$ cat config.mk
export PLATFORM = sky130hd
export DESIGN_NAME = fetch_unit
export DESIGN_NICKNAME = d
export VERILOG_FILES = /design/src/rtl/fetch_unit.sv
export SDC_FILE = /design/constraint.sdc
export NUM_CORES = 1
export LEC_CHECK = 0
export BUFFER_PORTS_ARGS = -buffer_cell sky130_fd_sc_hd__buf_2
export CORE_MARGIN = 2
export CORE_UTILIZATION = 50
export CTS_CLUSTER_SIZE = 10
export DETAILED_ROUTE_END_ITERATION = 10
export GPL_ROUTABILITY_DRIVEN = 0
export GPL_TIMING_DRIVEN = 0
export MAX_ROUTING_LAYER = met4
export PLACE_DENSITY = 0.7
export SLEW_MARGIN = 5
export SYNTH_ARGS = -nofsm -noshare
export SYNTH_HDL_FRONTEND = slang
export SYNTH_SLANG_ARGS = --single-unit
export TNS_END_PERCENT = 100
$ cat constraint.sdc
create_clock -name clk -period 4.56 [get_ports clk]
set_clock_uncertainty 0.15 [all_clocks]
set_input_delay 0.456 -clock clk [delete_from_list [all_inputs] [get_ports clk]]
set_output_delay 0.456 -clock clk [all_outputs]
set_load 0.02 [all_outputs]
$ cat src/rtl/fetch_unit.sv
// fetch_unit: instruction fetch stage. Owns the word-addressed PC, fetches
// over a req/ack memory interface into a 2-entry {word, pc} buffer, and
// applies taken branch/jump redirects resolved downstream.
// Optional feature macro: FETCH_HALT_EN (stop fetching after a HALT_OP word).
module fetch_unit #(
  parameter logic [31:0] RESET_PC = 32'd0,
  parameter logic [5:0]  HALT_OP  = 6'd63
) (
  input  logic        clk,
  input  logic        rst_n,
  output logic        imem_req,
  output logic [31:0] imem_addr,
  input  logic        imem_ack,
  input  logic [31:0] imem_rdata,
  output logic        instr_valid,
  output logic [31:0] instr,
  output logic [31:0] instr_pc,
  input  logic        instr_ready,
  input  logic        redirect,
  input  logic        redirect_abs,
  input  logic [31:0] redirect_offset,
  input  logic [31:0] redirect_pc,
  output logic        halted
);

  typedef enum logic [1:0] {
    S_RUN  = 2'd0,
    S_DROP = 2'd1,
    S_HALT = 2'd2
  } state_e;

  state_e      state_q, state_d;
  logic [31:0] pc_q, pc_d;
  logic [31:0] target_q, target_d;
  logic [31:0] word_q [2];
  logic [31:0] wpc_q  [2];
  logic        rd_ptr_q, rd_ptr_d;
  logic [1:0]  count_q, count_d;

  logic        deq;
  logic        xfer;
  logic        enq;
  logic        wr_ptr;
  logic        halt_hit;
  logic        stalled;
  logic [31:0] redirect_target;

  assign redirect_target = redirect_abs ? redirect_offset : redirect_pc + redirect_offset;
  assign instr_valid     = (count_q != 2'd0);
  assign deq             = instr_valid && instr_ready;
  assign xfer            = imem_req && imem_ack;
  // A word is kept only on a RUN-state ack that is not flushed by a redirect.
  assign enq             = xfer && (state_q == S_RUN) && !redirect;
  // A request waiting on memory: its address must not move until the ack.
  assign stalled         = imem_req && !imem_ack;
  assign wr_ptr          = rd_ptr_q ^ count_q[0];
  assign instr           = word_q[rd_ptr_q];
  assign instr_pc        = wpc_q[rd_ptr_q];

`ifdef FETCH_HALT_EN
  assign halt_hit = enq && (imem_rdata[31:26] == HALT_OP);
`else
  logic unused_halt_op;
  assign halt_hit       = 1'b0;
  assign unused_halt_op = ^HALT_OP;
`endif

  // State register: FSM state, PC, latched redirect target, buffer bookkeeping.
  always_ff @(posedge clk or negedge rst_n) begin
    if (!rst_n) begin
      state_q  <= S_RUN;
      pc_q     <= RESET_PC;
      target_q <= 32'd0;
      rd_ptr_q <= 1'b0;
      count_q  <= 2'd0;
    end else begin
      // NOTE: non-blocking assignments so every register samples pre-edge values.
      state_q  <= state_d;
      pc_q     <= pc_d;
      target_q <= target_d;
      rd_ptr_q <= rd_ptr_d;
      count_q  <= count_d;
    end
  end

  // Next-state logic: redirects win; a stalled request forces a DROP.
  always_comb begin
    // NOTE: defaults first so no path leaves a variable unassigned (no latch).
    state_d  = state_q;
    target_d = target_q;
    if (redirect) begin
      if (stalled) begin
        state_d  = S_DROP;
        target_d = redirect_target;
      end else begin
        state_d  = S_RUN;
      end
    end else begin
      case (state_q)
        S_RUN:   if (halt_hit) state_d = S_HALT;
        S_DROP:  if (xfer) state_d = S_RUN;
        S_HALT:  state_d = S_HALT;
        default: state_d = S_RUN;
      endcase
    end
  end

  // PC update: redirect target, deferred target after a dropped ack, or +1.
  always_comb begin
    pc_d = pc_q;
    if (redirect) begin
      if (!stalled) pc_d = redirect_target;
    end else if (state_q == S_DROP) begin
      if (xfer) pc_d = target_q;
    end else if (enq) begin
      pc_d = pc_q + 32'd1;
    end
  end

  // Buffer occupancy: flush on redirect, otherwise enqueue/dequeue bookkeeping.
  always_comb begin
    count_d  = count_q;
    rd_ptr_d = rd_ptr_q;
    if (redirect) begin
      count_d  = 2'd0;
      rd_ptr_d = 1'b0;
    end else begin
      if (deq) rd_ptr_d = ~rd_ptr_q;
      case ({enq, deq})
        2'b10:   count_d = count_q + 2'd1;
        2'b01:   count_d = count_q - 2'd1;
        default: count_d = count_q;
      endcase
    end
  end

  // Buffer storage: written at the slot after the current tail.
  always_ff @(posedge clk or negedge rst_n) begin
    if (!rst_n) begin
      // NOTE: the two entries are reset so instr/instr_pc read 0 out of reset.
      for (int i = 0; i < 2; i++) begin
        word_q[i] <= 32'd0;
        wpc_q[i]  <= 32'd0;
      end
    end else if (enq) begin
      word_q[wr_ptr] <= imem_rdata;
      wpc_q[wr_ptr]  <= pc_q;
    end
  end

  // Outputs: request rule, fetch address and halt flag from the current state.
  always_comb begin
    imem_addr = pc_q;
    imem_req  = 1'b0;
    halted    = 1'b0;
    case (state_q)
      S_RUN:   imem_req = (count_q != 2'd2) || deq;
      S_DROP:  imem_req = 1'b1;
      default: imem_req = 1'b0;
    endcase
`ifdef FETCH_HALT_EN
    halted = (state_q == S_HALT);
`endif
  end

endmodule

; ---- Yosys cells after proc, flatten, opt, wreduce, memory -nomap -nowiden
; Cells that the tools add are included.
[classes]
bitwise = 4
n_mux = 25
n_addsub = 4
reduce_logical = 17
n_lt_le_gt_ge = 3
eq_ne = 8
[ops]
columns = op, count
row1 = 32-bit two-way mux, 13
row2 = 64-bit bitwise mux, 2
row3 = 32-bit by 1-bit adder with 32-bit output (second input constant), 1
row4 = 32-bit adder, 1
row5 = 32-bit demux with 1-bit select, 1
row6 = 1-bit logical AND, 6
row7 = 2-bit two-way mux, 3
row8 = 2-bit != test (second input constant), 3
row9 = 2-bit case mux with 3 select lines, 1
row10 = 3-bit nonzero test, 2
row11 = 2-bit by 1-bit equality test with 1-bit output (second input constant), 2
row12 = 2-bit equality test (second input constant), 2
row13 = 2-bit greater-or-equal comparator (second input constant), 2
row14 = 1-bit inverter with 2-bit output, 2
row15 = 2-bit case mux with 2 select lines, 1
row16 = 2-bit AND reduction, 2
row17 = 2-bit nonzero test, 2
row18 = 1-bit two-way mux, 3
row19 = 3-bit != test (second input constant), 1
row20 = 3-bit AND reduction, 1
row21 = 2-bit by 1-bit adder with 2-bit output (second input constant), 1
row22 = 1-bit zero test, 2
row23 = 2-bit zero test, 1
row24 = 2-bit by 1-bit less-than comparator with 1-bit output (second input constant), 1
row25 = 5 further kinds, 5
[word_totals]
word_cells = 70
output_inout_bits = 99
ff_bits = 197

; ---- Logic depth before layout (Yosys ltp)
[depth]
depth_word = 10
ltp_mapped = 10

; ---- Least setup slack after synthesis
; OpenSTA, ideal clock, no wires.
[synth_path]
path_type = in2reg
from = input redirect_offset[0]
to = register pc_q[28] (netlist: imem_addr[28])
path_slack_ns = 1.403
t_arrival_ns = 2.941
path_buffers = 0
stages = 10
t_required_ns = 4.345
path_cell_list = ha_1 -> fa_1 -> a21oi_1 -> o21ai_1 -> a211oi_1 -> o211ai_1 -> a21oi_2 -> mux2_2 -> a311oi_1 -> mux2_2
[synth_via]
elab_chain_len = 4
[synth_rtl]
columns = item, line_no
row1 = "start, declared", 21  ; input logic [31:0] redirect_offset,
row2 = 32-bit adder, 48  ; assign redirect_target = redirect_abs ? redirect_offset : redirect_pc + redirect_offset;
row3 = 32-bit two-way mux, 48
row4 = 32-bit two-way mux, 112  ; if (!stalled) pc_d = redirect_target;
row5 = 32-bit two-way mux, 111  ; if (redirect) begin
row6 = "end signal, assigned", 79  ; pc_q <= pc_d;
row7 = "end, declared", 33  ; logic [31:0] pc_q, pc_d;
; Every way passes these cells. The select of a mux whose other input is x is not followed.
; A chain may end at the register's enable or synchronous reset.

; ---- Worst setup path after layout
; Same ends and word-level chain as after synthesis.

==> flow_summary.toml <==
[pwr]
seqPwrFrac_pct = 42.7
p_clk_share_pct = 23.9
powerDensity_mw_per_mm2 = 463
power.leakage_nw = 6.08
p_switching_w = 0.00221
combPwrFrac_pct = 33.4
power_w = 0.00619
power.internal_w = 0.00398
vdd_ir_drop_max_mv = 0.291
swShare_pct = 35.7

[detailed_routing]
drt-met1-wl_um = 14000
routed_wirelength_um = 30500
dr.first_iter.drc_count = 589
vias_per_cell = 5.69
vias = 9362
drtPass1Iterations = 5
ant_nets = 0
wl_met3_um = 2150
wire_per_inst_um = 18.6
wl_met2_um = 13900
routed.top_layer = "met4"
drc_errors = 0

[critical_path]
rrSetupSlack_ns = 1.53
cp_top_family = "compound AO/OA/AOI/OAI gates"
cpPeakStageDelay_ns = 0.55
crit_path_end_kind = "flop"
crit_required_ns = 4.80
crit_type = "in2reg"
startpoint_type = "primary input"
arrival_ns = 3.63
cp_common_cell = "mux2_2"
r2r-start = "count_q[0]"
ff2ff_path_depth = 8
regToRegEndpoint = "word_q[60]"
path_cells = "buf_2 > ha_1 > fa_1 > a21oi_1 > o21ai_1 > a211oi_1 > o211ai_1 > a21oi_2 > mux2_2 > a311oi_1 > mux2_2"
crit_buf_inv = 1
path_max_fanout = 5
crit_path_top_delay_cell = "a211oi_1"

[timing]
maxSlewHeadroom_pct = 28.5
fin_crit_ns = 3.39
tns_ns = 0
hold_violations = 0
worstMarginPinSlew_ns = 1.07
fmax_mhz = 295
setup_viol = 0
fin_crit_sh_pct = 74.3
timing.hold.ws_ns = 0.100
rsz0062_at_grt = "false"
maxSlewViolCount = 0

[place]
hpwl_um = 23200
port_buffers = 198
dpl_cell_area_mm2 = 0.0128

[clock_network]
clk_pin_slew_ns = 0.08
cts.sinks = 197
ctsResizeCount = 0
cts_hold_buf = 1
cts_max_level = 4
clock-root-buffer = "clkbuf_16"
cts_tree = "yes"
cts_setup_buffers = 0
clock_latency_ns = 0.44
clk_path_buf_depth = 2
cts_made_buffers = 17

[synth]
avgSynthCellArea_um2 = 10.1
synth_ff_type = "dfrtp_1"
synthCells = 1128
yosysUniqueCellTypes = 63
synthesis.nets = 1263
yosysSeqAreaShare_pct = 43.3
ys_seq_elements = 197
ys_async_sr_fraction_pct = 100
yosys_warnings = 0
synth_edf_count = 0
synth_area_mm2 = 0.0114

[worst_hold_path]
holdPathEnd = "word_q[6]"
hp-start = "imem_rdata[6]"
holdPathStages = 2
hp-class = "in2reg"

[finish]
num_antenna_cells = 0
area_growth_pct = 17.4
layout-drive-gt1-share_pct = 32.8
multi_input_area_mm2 = 0.00614
final_area_mm2 = 0.0134
ff_latch_area_mm2 = 0.00493
fin_nets = 1482
fill_cells = 1975

[die]
rows = 55
dieArea_mm2 = 0.0240
ioPinCount = 201
die_x_um = 155
coreArea_mm2 = 0.0225
fp.dieH_um = 155
start_util_pct = 50.6

[status]
status = "finished, final reports clean"

[global_route]
grt_start_max_net_pins = 104
gr-usage-all-layers_pct = 26.2
grt_pass1_wl_um = 48500
first_global_vias = 9166
grt_overflow = 0
antenna_found_initial = 0

[run]
max_cap_viol_count = 0
==> sequential cells by signal, summed over array words and instances, names as in the netlist <==
signal,flops
count_q,2
imem_addr,32
rd_ptr_q,1
state_q,2
target_q,32
word_q,64
wpc_q,64
==> worst register-to-register path, stage by stage, from the launching register on <==
cell	delay (ns)
dfrtp_1	0.44
nor2b_1	0.21
a21oi_2	0.14
nand3b_1	0.21
nor2_1	0.12
nand2_1	0.17
clkbuf_1	0.55
clkbuf_1	0.52
mux2_2	0.41
==> cell type report <==
type	instances	share of cell area, %
buffer	65	1.95
clock buffer	17	3.18
clock inverter	15	1.21
inverter	17	0.477
multi-input combinational	849	45.9
sequential	197	36.9
tap	285	2.67
timing repair buffer	200	7.77
==> Yosys cell counts, types with 3 or more instances <==
cell / count / area share (%)
ha_1: 32 / 3.5
a311oi_1: 3 / 0.23
o21ai_0: 71 / 3.1
xnor2_1: 30 / 2.3
a31o_2: 3 / 0.23
mux2_2: 191 / 19
o21a_1: 9 / 0.59
inv_1: 16 / 0.53
buf_2: 10 / 0.44
xor2_1: 17 / 1.3
a21oi_1: 74 / 3.3
nand4_1: 9 / 0.49
a21oi_2: 3 / 0.23
nand3_1: 22 / 0.97
nand2_1: 137 / 4.5
clkbuf_1: 46 / 1.5
dfrtp_1: 197 / 43
nand3b_1: 6 / 0.40
mux2i_1: 10 / 0.88
a211oi_1: 28 / 1.8
nor2_1: 65 / 2.1
o31ai_1: 6 / 0.40
and3_1: 17 / 0.93
and2_1: 6 / 0.33
nor3_1: 11 / 0.48
a31oi_1: 10 / 0.55
o21bai_1: 8 / 0.53
a221oi_1: 4 / 0.31
nand2b_1: 4 / 0.22
a21o_1: 13 / 0.86
buf_1: 8 / 0.26
o211ai_1: 9 / 0.59
a21boi_0: 4 / 0.26
nor2b_1: 7 / 0.38
==> logic make-up after synthesis <==
group           share of synthesized area, %
compound gates                          14.7
xor+xnor                                3.61
fa+ha+maj                               3.69
buf+inv                                 2.84
flops                                   43.3
mux                                     19.8
other cells                           0.0329
simple gates                            12.1
==> per-stage QoR <==
| stage | utilization, % | std cells | setup slack, ns |
|---|---|---|---|
| after detailed placement | 56.8 | 1612 | 0.775 |
| after global placement | 56.6 | 1611 | -0.322 |
| after global routing | 59.4 | 1645 | 0.988 |
| final | 59.4 | 1645 | 1.17 |
| after CTS | 59.4 | 1645 | 1.21 |
| after floorplan | - | 1128 | 1.40 |
==> cells in the final DEF (no fill, tap or decap), drive strengths merged, types with 22 or more instances in the layout <==
| cell type | count |
|---|---|
| a211oi | 28 |
| clkbuf | 63 |
| a21oi | 77 |
| nand2 | 137 |
| o21ai | 73 |
| ha | 32 |
| nand3 | 22 |
| nor2 | 65 |
| inv | 25 |
| mux2 | 191 |
| buf | 218 |
| xnor2 | 30 |
| dfrtp | 197 |
==> worst max path at each step <==
stage	start	endpoint	slack (ns)	cells past startpoint
after floorplan	redirect_offset[0]	imem_addr[28]	1.40	10
after CTS	redirect_offset[0]	imem_addr[28]	1.21	11
after detailed placement	redirect_offset[0]	imem_addr[28]	0.78	11
after global placement	rst_n	imem_addr[31]	-0.32	1
after global routing	redirect_offset[0]	imem_addr[28]	0.99	11
final	redirect_offset[0]	imem_addr[28]	1.17	11
==> power groups by stage <==
stage | Sequential [W] | Clock, W | Combinational, W
after detailed placement | 0.00267 | 0 | 0.00206
after CTS | 0.00264 | 0.00150 | 0.00207
final | 0.00264 | 0.00148 | 0.00207
after floorplan | 0.00261 | 0 | 0.00142
after global placement | 0.00263 | 0 | 0.00202
after global routing | 0.00271 | 0.00156 | 0.00225
==> layer usage <==
metal / global-route usage (%) / up-vias
met5: - / -
met4: 8.33 / 0
met3: 4.26 / 41
met2: 40.9 / 370
met1: 35.2 / 4455
li1: - / 4496
No activity file was read; power rests on OpenSTA's default activity.
